==> config.mk <==
export PLATFORM = sky130hd
export DESIGN_NAME = id_ex_stage
export DESIGN_NICKNAME = d
export VERILOG_FILES = /design/src/rtl/id_ex_stage.sv
export SDC_FILE = /design/constraint.sdc
export NUM_CORES = 1
export LEC_CHECK = 0
export BUFFER_PORTS_ARGS = -buffer_cell sky130_fd_sc_hd__clkbuf_2
export CORE_ASPECT_RATIO = 0.6
export CORE_MARGIN = 5
export CORE_UTILIZATION = 42
export DETAILED_ROUTE_END_ITERATION = 7
export GPL_ROUTABILITY_DRIVEN = 0
export GPL_TIMING_DRIVEN = 1
export PLACE_DENSITY = 0.8
export SLEW_MARGIN = 30
export SYNTH_ARGS = -nofsm -noshare
export SYNTH_HDL_FRONTEND = slang
export SYNTH_SLANG_ARGS = --single-unit
==> constraint.sdc <==
create_clock -name CLK -period 2.57 [get_ports CLK]
set_input_delay 0.3855 -clock CLK [delete_from_list [all_inputs] [get_ports CLK]]
set_output_delay 0.3855 -clock CLK [all_outputs]
set_load 0.01 [all_outputs]
==> src/rtl/id_ex_stage.sv <==
`default_nettype none
// ============================================================================
// Module   : id_ex_stage
// Brief    : ID/EX pipeline register with load-use hazard detection, bubble
//            insertion on hazard or EX flush, and saturating bubble counters.
// Revision : 1.0 - initial release
// ============================================================================
module id_ex_stage #(
    parameter int XLEN  = 32,
    parameter int CNT_W = 8
) (
    input  logic             CLK,
    input  logic             RSTn,
    input  logic             valid_ID,
    input  logic [4:0]       RS1_ID,
    input  logic [4:0]       RS2_ID,
    input  logic [4:0]       RD_ID,
    input  logic             useRS1_ID,
    input  logic             useRS2_ID,
    input  logic             regWrite_ID,
    input  logic             memRead_ID,
    input  logic             memWrite_ID,
    input  logic [XLEN-1:0]  PC_ID,
    input  logic [XLEN-1:0]  IMM_ID,
    input  logic [XLEN-1:0]  RS1_DATA_ID,
    input  logic [XLEN-1:0]  RS2_DATA_ID,
    input  logic             flush_EX,
    output logic             valid_EX,
    output logic             regWrite_EX,
    output logic             memRead_EX,
    output logic             memWrite_EX,
    output logic [4:0]       RS1_EX,
    output logic [4:0]       RS2_EX,
    output logic [4:0]       RD_EX,
    output logic [XLEN-1:0]  PC_EX,
    output logic [XLEN-1:0]  IMM_EX,
    output logic [XLEN-1:0]  RS1_DATA_EX,
    output logic [XLEN-1:0]  RS2_DATA_EX,
    output logic             stall,
    output logic [CNT_W-1:0] stall_cnt,
    output logic [CNT_W-1:0] flush_cnt
);

    localparam logic [CNT_W-1:0] C_CNT_MAX = '1;
    localparam logic [CNT_W-1:0] C_CNT_ONE = {{(CNT_W-1){1'b0}}, 1'b1};

    logic             r_valid;
    logic             r_reg_write;
    logic             r_mem_read;
    logic             r_mem_write;
    logic [4:0]       r_rs1;
    logic [4:0]       r_rs2;
    logic [4:0]       r_rd;
    logic [XLEN-1:0]  r_pc;
    logic [XLEN-1:0]  r_imm;
    logic [XLEN-1:0]  r_rs1_data;
    logic [XLEN-1:0]  r_rs2_data;
    logic [CNT_W-1:0] r_stall_cnt;
    logic [CNT_W-1:0] r_flush_cnt;

    logic w_rs1_match;
    logic w_rs2_match;
    logic w_haz;
    logic w_bubble;

    // A load in EX whose destination is read by the ID instruction cannot forward in time.
    assign w_rs1_match = useRS1_ID && (RS1_ID == r_rd);
    assign w_rs2_match = useRS2_ID && (RS2_ID == r_rd);
    assign w_haz       = r_valid && r_mem_read && (r_rd != 5'd0) && valid_ID
                         && (w_rs1_match || w_rs2_match);
    assign w_bubble    = flush_EX || w_haz;

    // Flush wins: the ID instruction is wrong-path, so holding it would be pointless.
    assign stall = RSTn && w_haz && !flush_EX;

    always_ff @(posedge CLK) begin
        if (!RSTn) begin
            r_valid     <= 1'b0;
            r_reg_write <= 1'b0;
            r_mem_read  <= 1'b0;
            r_mem_write <= 1'b0;
            r_rs1       <= 5'd0;
            r_rs2       <= 5'd0;
            r_rd        <= 5'd0;
            r_pc        <= '0;
            r_imm       <= '0;
            r_rs1_data  <= '0;
            r_rs2_data  <= '0;
            r_stall_cnt <= '0;
            r_flush_cnt <= '0;
        end else begin
            if (w_bubble) begin
                r_valid     <= 1'b0;
                r_reg_write <= 1'b0;
                r_mem_read  <= 1'b0;
                r_mem_write <= 1'b0;
                r_rs1       <= 5'd0;
                r_rs2       <= 5'd0;
                r_rd        <= 5'd0;
                r_pc        <= '0;
                r_imm       <= '0;
                r_rs1_data  <= '0;
                r_rs2_data  <= '0;
            end else begin
                r_valid     <= valid_ID;
                r_reg_write <= regWrite_ID;
                r_mem_read  <= memRead_ID;
                r_mem_write <= memWrite_ID;
                r_rs1       <= RS1_ID;
                r_rs2       <= RS2_ID;
                r_rd        <= RD_ID;
                r_pc        <= PC_ID;
                r_imm       <= IMM_ID;
                r_rs1_data  <= RS1_DATA_ID;
                r_rs2_data  <= RS2_DATA_ID;
            end

            if (flush_EX) begin
                if (r_flush_cnt != C_CNT_MAX) begin
                    r_flush_cnt <= r_flush_cnt + C_CNT_ONE;
                end
            end else if (w_haz) begin
                if (r_stall_cnt != C_CNT_MAX) begin
                    r_stall_cnt <= r_stall_cnt + C_CNT_ONE;
                end
            end
        end
    end

    assign valid_EX    = r_valid;
    assign regWrite_EX = r_reg_write;
    assign memRead_EX  = r_mem_read;
    assign memWrite_EX = r_mem_write;
    assign RS1_EX      = r_rs1;
    assign RS2_EX      = r_rs2;
    assign RD_EX       = r_rd;
    assign PC_EX       = r_pc;
    assign IMM_EX      = r_imm;
    assign RS1_DATA_EX = r_rs1_data;
    assign RS2_DATA_EX = r_rs2_data;
    assign stall_cnt   = r_stall_cnt;
    assign flush_cnt   = r_flush_cnt;

endmodule
`default_nettype wire

==> results.md <==
GRT:
- Global routing consumed, over all layers together, 18.75% of the routing resources.
- The first global-routing pass estimated 20,900 um of wire.
- The initial antenna violation count is 0.
- For this run the aggregate overflow at the end of global routing stands at 0.
- Entering global routing, the biggest net connects 99 pins.
- The number of global-route vias before repair came to 4,220.

Logic synthesis:
- Counting distinct cell types in the post-synthesis netlist gives 34.
- The compound-gate portion of the synthesized area is 3.591%.
- Among all flip-flop cells after synthesis, the most frequent one is dfxtp_1.
- The count of state elements after synthesis is 163.
- Counting flops with an async set or reset pin after synthesis yields a share of 0%.
- The mean instance size in the synthesized netlist is 11.56 um^2.
- The sequential share of the synthesized area is 66.89%.
- The synthesized netlist net count is 576.
- In this run, synthesis inferred 0 flip-flops with an integrated enable.
- The simple logic cell fraction of the synthesized area is 23.75%.
- The post-synthesis adder-cell area fraction is 0.5130%.
- The xor/xnor cell area share of the yosys netlist is 2.334%.
- During synthesis, Yosys emitted a total of 0 warnings.
- The largest family of logic cells by synthesized area is simple AND/OR/NAND/NOR gates.
- In this run the cell area of the synthesized design comes to 4878 um^2.
- The share of synthesized area spent on multiplexers is 0.6155%.
- After technology mapping, the gate count stands at 422.

Clock network:
- The H-tree was split into 4 levels.
- The number of buffers inserted to repair setup after CTS is 0.
- The post-cts hold buffer count is 0.
- The clock passes through at most 2 buffers.
- The total CTS buffers is 17.
- The clock insertion delay at the later pin of the skew report is 0.40 ns.
- Post-CTS repair changed the size of 0 cells.
- The clock tree from TritonCTS is built.
- The clock root buffer is clkbuf_16.
- The total clock sinks is 163.
- After clock tree synthesis, the clock-pin slew on the worst setup and hold paths is 0.06 ns.

Power:
- Across the VDD grid, the largest voltage drop is 0.0004144 V.
- In this run the power spent charging and discharging nets is 1218 uW.
- The power density over the cells is 747.8 nW/um^2.
- Net switching is 22.80% of the power.
- Combinational logic is responsible for 7.3% of the overall power.
- Summed over all cells, the static leakage comes to 0.003553 uW.
- The completed layout was analyzed and its total power is 5343 uW.
- The sequential fraction of design power is 49.7%.
- The clock network accounts for 43.0% of the total power.
- The internal power is 4125 uW.

Cells and area:
- For this run, the share of the core covered by cells in the final layout is 63.04%.
- The ratio of cells with drive above 1 in the final layout is 46.87%.
- The number of inserted filler cells in the final layout is 983.
- The final layout contains 893 nets.
- 0 antenna diodes ended up in the layout.
- The layout overhead on the synthesized area is 46.47%.
- The post-layout instance count excluding filler cells is 911.

STA:
- The final count of hold timing violations was 0.
- The worst relative slew slack is 69.40%.
- The number of failing setup endpoints in the final timing report is 0.
- For this run, the top clock speed supported by timing is 434.6 MHz.
- The count of pins over their slew limit was 0.
- The slew at the pin closest to its max-slew limit is 0.4585 ns.
- Setup repair after global routing left no endpoint under its margin.
- On the final layout, the worst clock skew is 0.009006 ns.
- Of the available clock period, the critical path in the final layout requires 89.53%.
- For the final routed database, the setup TNS stands at 0 ns.
- The post-route minimum period is 2.301 ns.

Route:
- The total via count in the routed design is 3,998.
- Wires add up to 13,450 um.
- Before antenna repair, the detailed router went through 4 iterations.
- The wire length per cell is 14.76 um.
- In this run the remaining antenna-violating nets after routing total 0.
- The DRC violation total after the first TritonRoute iteration is 145.
- The number of remaining DRC errors is 0.
- After detailed routing, the number of vias per cell comes to 4.389.

Floorplanning:
- From left edge to right edge, the die measures 149.1 um.
- The site row count is 30.
- The initial core utilization is 43.04%.
- The floorplan step defined a die boundary enclosing 13,940 um^2.
- The floorplan step defined a core boundary enclosing 11,340 um^2.
- The die extent in y is 93.48 um.
- The boundary pin count is 316.

Flow run:
- The number of maximum-capacitance violations is 0.

Critical path:
- The maximum fanout along the worst path is 13.
- The kind of launch point of the worst setup path is a register.
- STA puts the critical path data required time at 2.18 ns.
- The kind of critical path is reg2out.
- STA classifies the critical path endpoint as an output port.
- For the worst setup path, the data arrival time is 1.92 ns.

Placement:
- The number of placed instances with taps included is 880.
- Detailed placement ended at an HPWL of 10,820 um.
- In this run the tool buffered the top-level ports with 315 buffer cells.

Hold path:
- The path class of the tightest hold or removal check is in2reg.

Run status:
- The run finished with clean final reports.
-- layout make-up --
| class | instances | area, um^2 | share of cell area [%] |
|---|---|---|---|
| flip-flops and latches | 163 | 3263 | 45.67 |
| repair buffers | 317 | 1604 | 22.45 |
| multi-input cells | 235 | 1510 | 21.13 |
| clock buffers | 19 | 452.9 | 6.339 |
| well taps | 160 | 200.2 | 2.802 |
| clock inverters | 12 | 96.34 | 1.348 |
| inverters | 5 | 18.77 | 0.2627 |
-- kinds of logic after synthesis --
| family | after synthesis |
|---|---|
| fa+ha+maj | 2 |
| mux | 3 |
| simple gates | 192 |
| buf+inv | 24 |
| flops | 163 |
| compound gates | 25 |
| xor+xnor | 13 |
-- state kept, by name, indices dropped and copies added (netlist names), 5 cells and up --
register / flops
IMM_EX: 32
PC_EX: 32
RS1_DATA_EX: 32
RS2_DATA_EX: 32
flush_cnt: 8
stall_cnt: 8
RD_EX: 5
RS1_EX: 5
RS2_EX: 5
-- cell usage after synthesis (4+ instances only) --
cell type / number / area [um^2]
inv_1: 4 / 15.01
a21oi_1: 8 / 40.04
dfxtp_1: 163 / 3263
nand2_1: 10 / 37.54
and2_1: 147 / 919.6
xnor2_1: 10 / 87.58
or4_1: 6 / 45.04
nand3_1: 5 / 25.02
o31ai_1: 5 / 37.54
nor2_1: 7 / 26.28
buf_2: 15 / 75.07
nor3_1: 4 / 20.02
-- routing by layer --
metal / up-vias / wire [um] / GRT usage [%] / share of wire [%]
li1: 1983 / - / - / -
met1: 1823 / 4878 / 19.98 / 36
met5: - / 0 / 0 / 0
met2: 180 / 7150 / 34.56 / 53
met4: 0 / 129 / 5.484 / 0.96
met3: 12 / 1286 / 7.215 / 9.6
-- power groups by stage --
stage / clock, uW / sequential (uW) / combinational (uW)
global route: 2480 / 2660 / 432
detailed placement: 0 / 2710 / 395
CTS: 2350 / 2660 / 396
global placement: 0 / 2710 / 385
finish: 2300 / 2660 / 389
floorplan: 0 / 2760 / 110
-- cells in the final DEF (no fill, tap or decap), types with 2 or more instances in the layout --
cell        synthesis  final
nand2b_1            3      3
xor2_1              3      3
mux2i_1             3      3
a21oi_1             8      8
o21ai_0             3      3
or3_1               2      2
and3_1              2      2
dfxtp_1           163    163
clkbuf_2            0    315
nor2_1              7      7
ha_1                2      2
nor3_1              4      4
clkinvlp_4          0      4
clkinv_4            0      2
nand3_1             5      5
clkbuf_8            0      2
a311oi_1            2      2
clkbuf_16           0     17
xnor2_1            10     10
o31ai_1             5      5
and2_1            147    147
nand2_1            10     10
nand4_1             3      3
inv_6               0      5
or4_1               6      6
inv_1               4      4
-- critical path: stages (launching register included) --
cell and delay (ns):
dfxtp_1 0.46, xnor2_1 0.18, nand4_1 0.15, o22a_1 0.37, nor3_1 0.19, clkbuf_2 0.16
-- through the flow --
stage	area (um^2)	setup WS (ns)	hold slack, ns
floorplan	4878	0.7051	0.5062
global placement	6596	0.6091	0.4795
detailed placement	6596	0.5001	0.4996
CTS	7146	0.2924	0.1615
global route	7146	0.1732	0.1598
finish	7146	0.2692	0.1773
-- path summary, 6_finish.rpt --
kind                             start                   endpoint  slack (ns)  cells past startpoint
max                RD_EX[1]$_SDFF_PP0_                      stall        0.27                      5
min                     RS1_DATA_ID[9]  RS1_DATA_EX[9]$_SDFF_PP0_        0.18                      2
max reg2reg        RD_EX[0]$_SDFF_PP0_  RS1_DATA_EX[8]$_SDFF_PP0_        0.51                      6
min reg2reg  stall_cnt[1]$_SDFFE_PN0P_  stall_cnt[1]$_SDFFE_PN0P_        0.51                      2
Power figures use the tool's default switching activity.
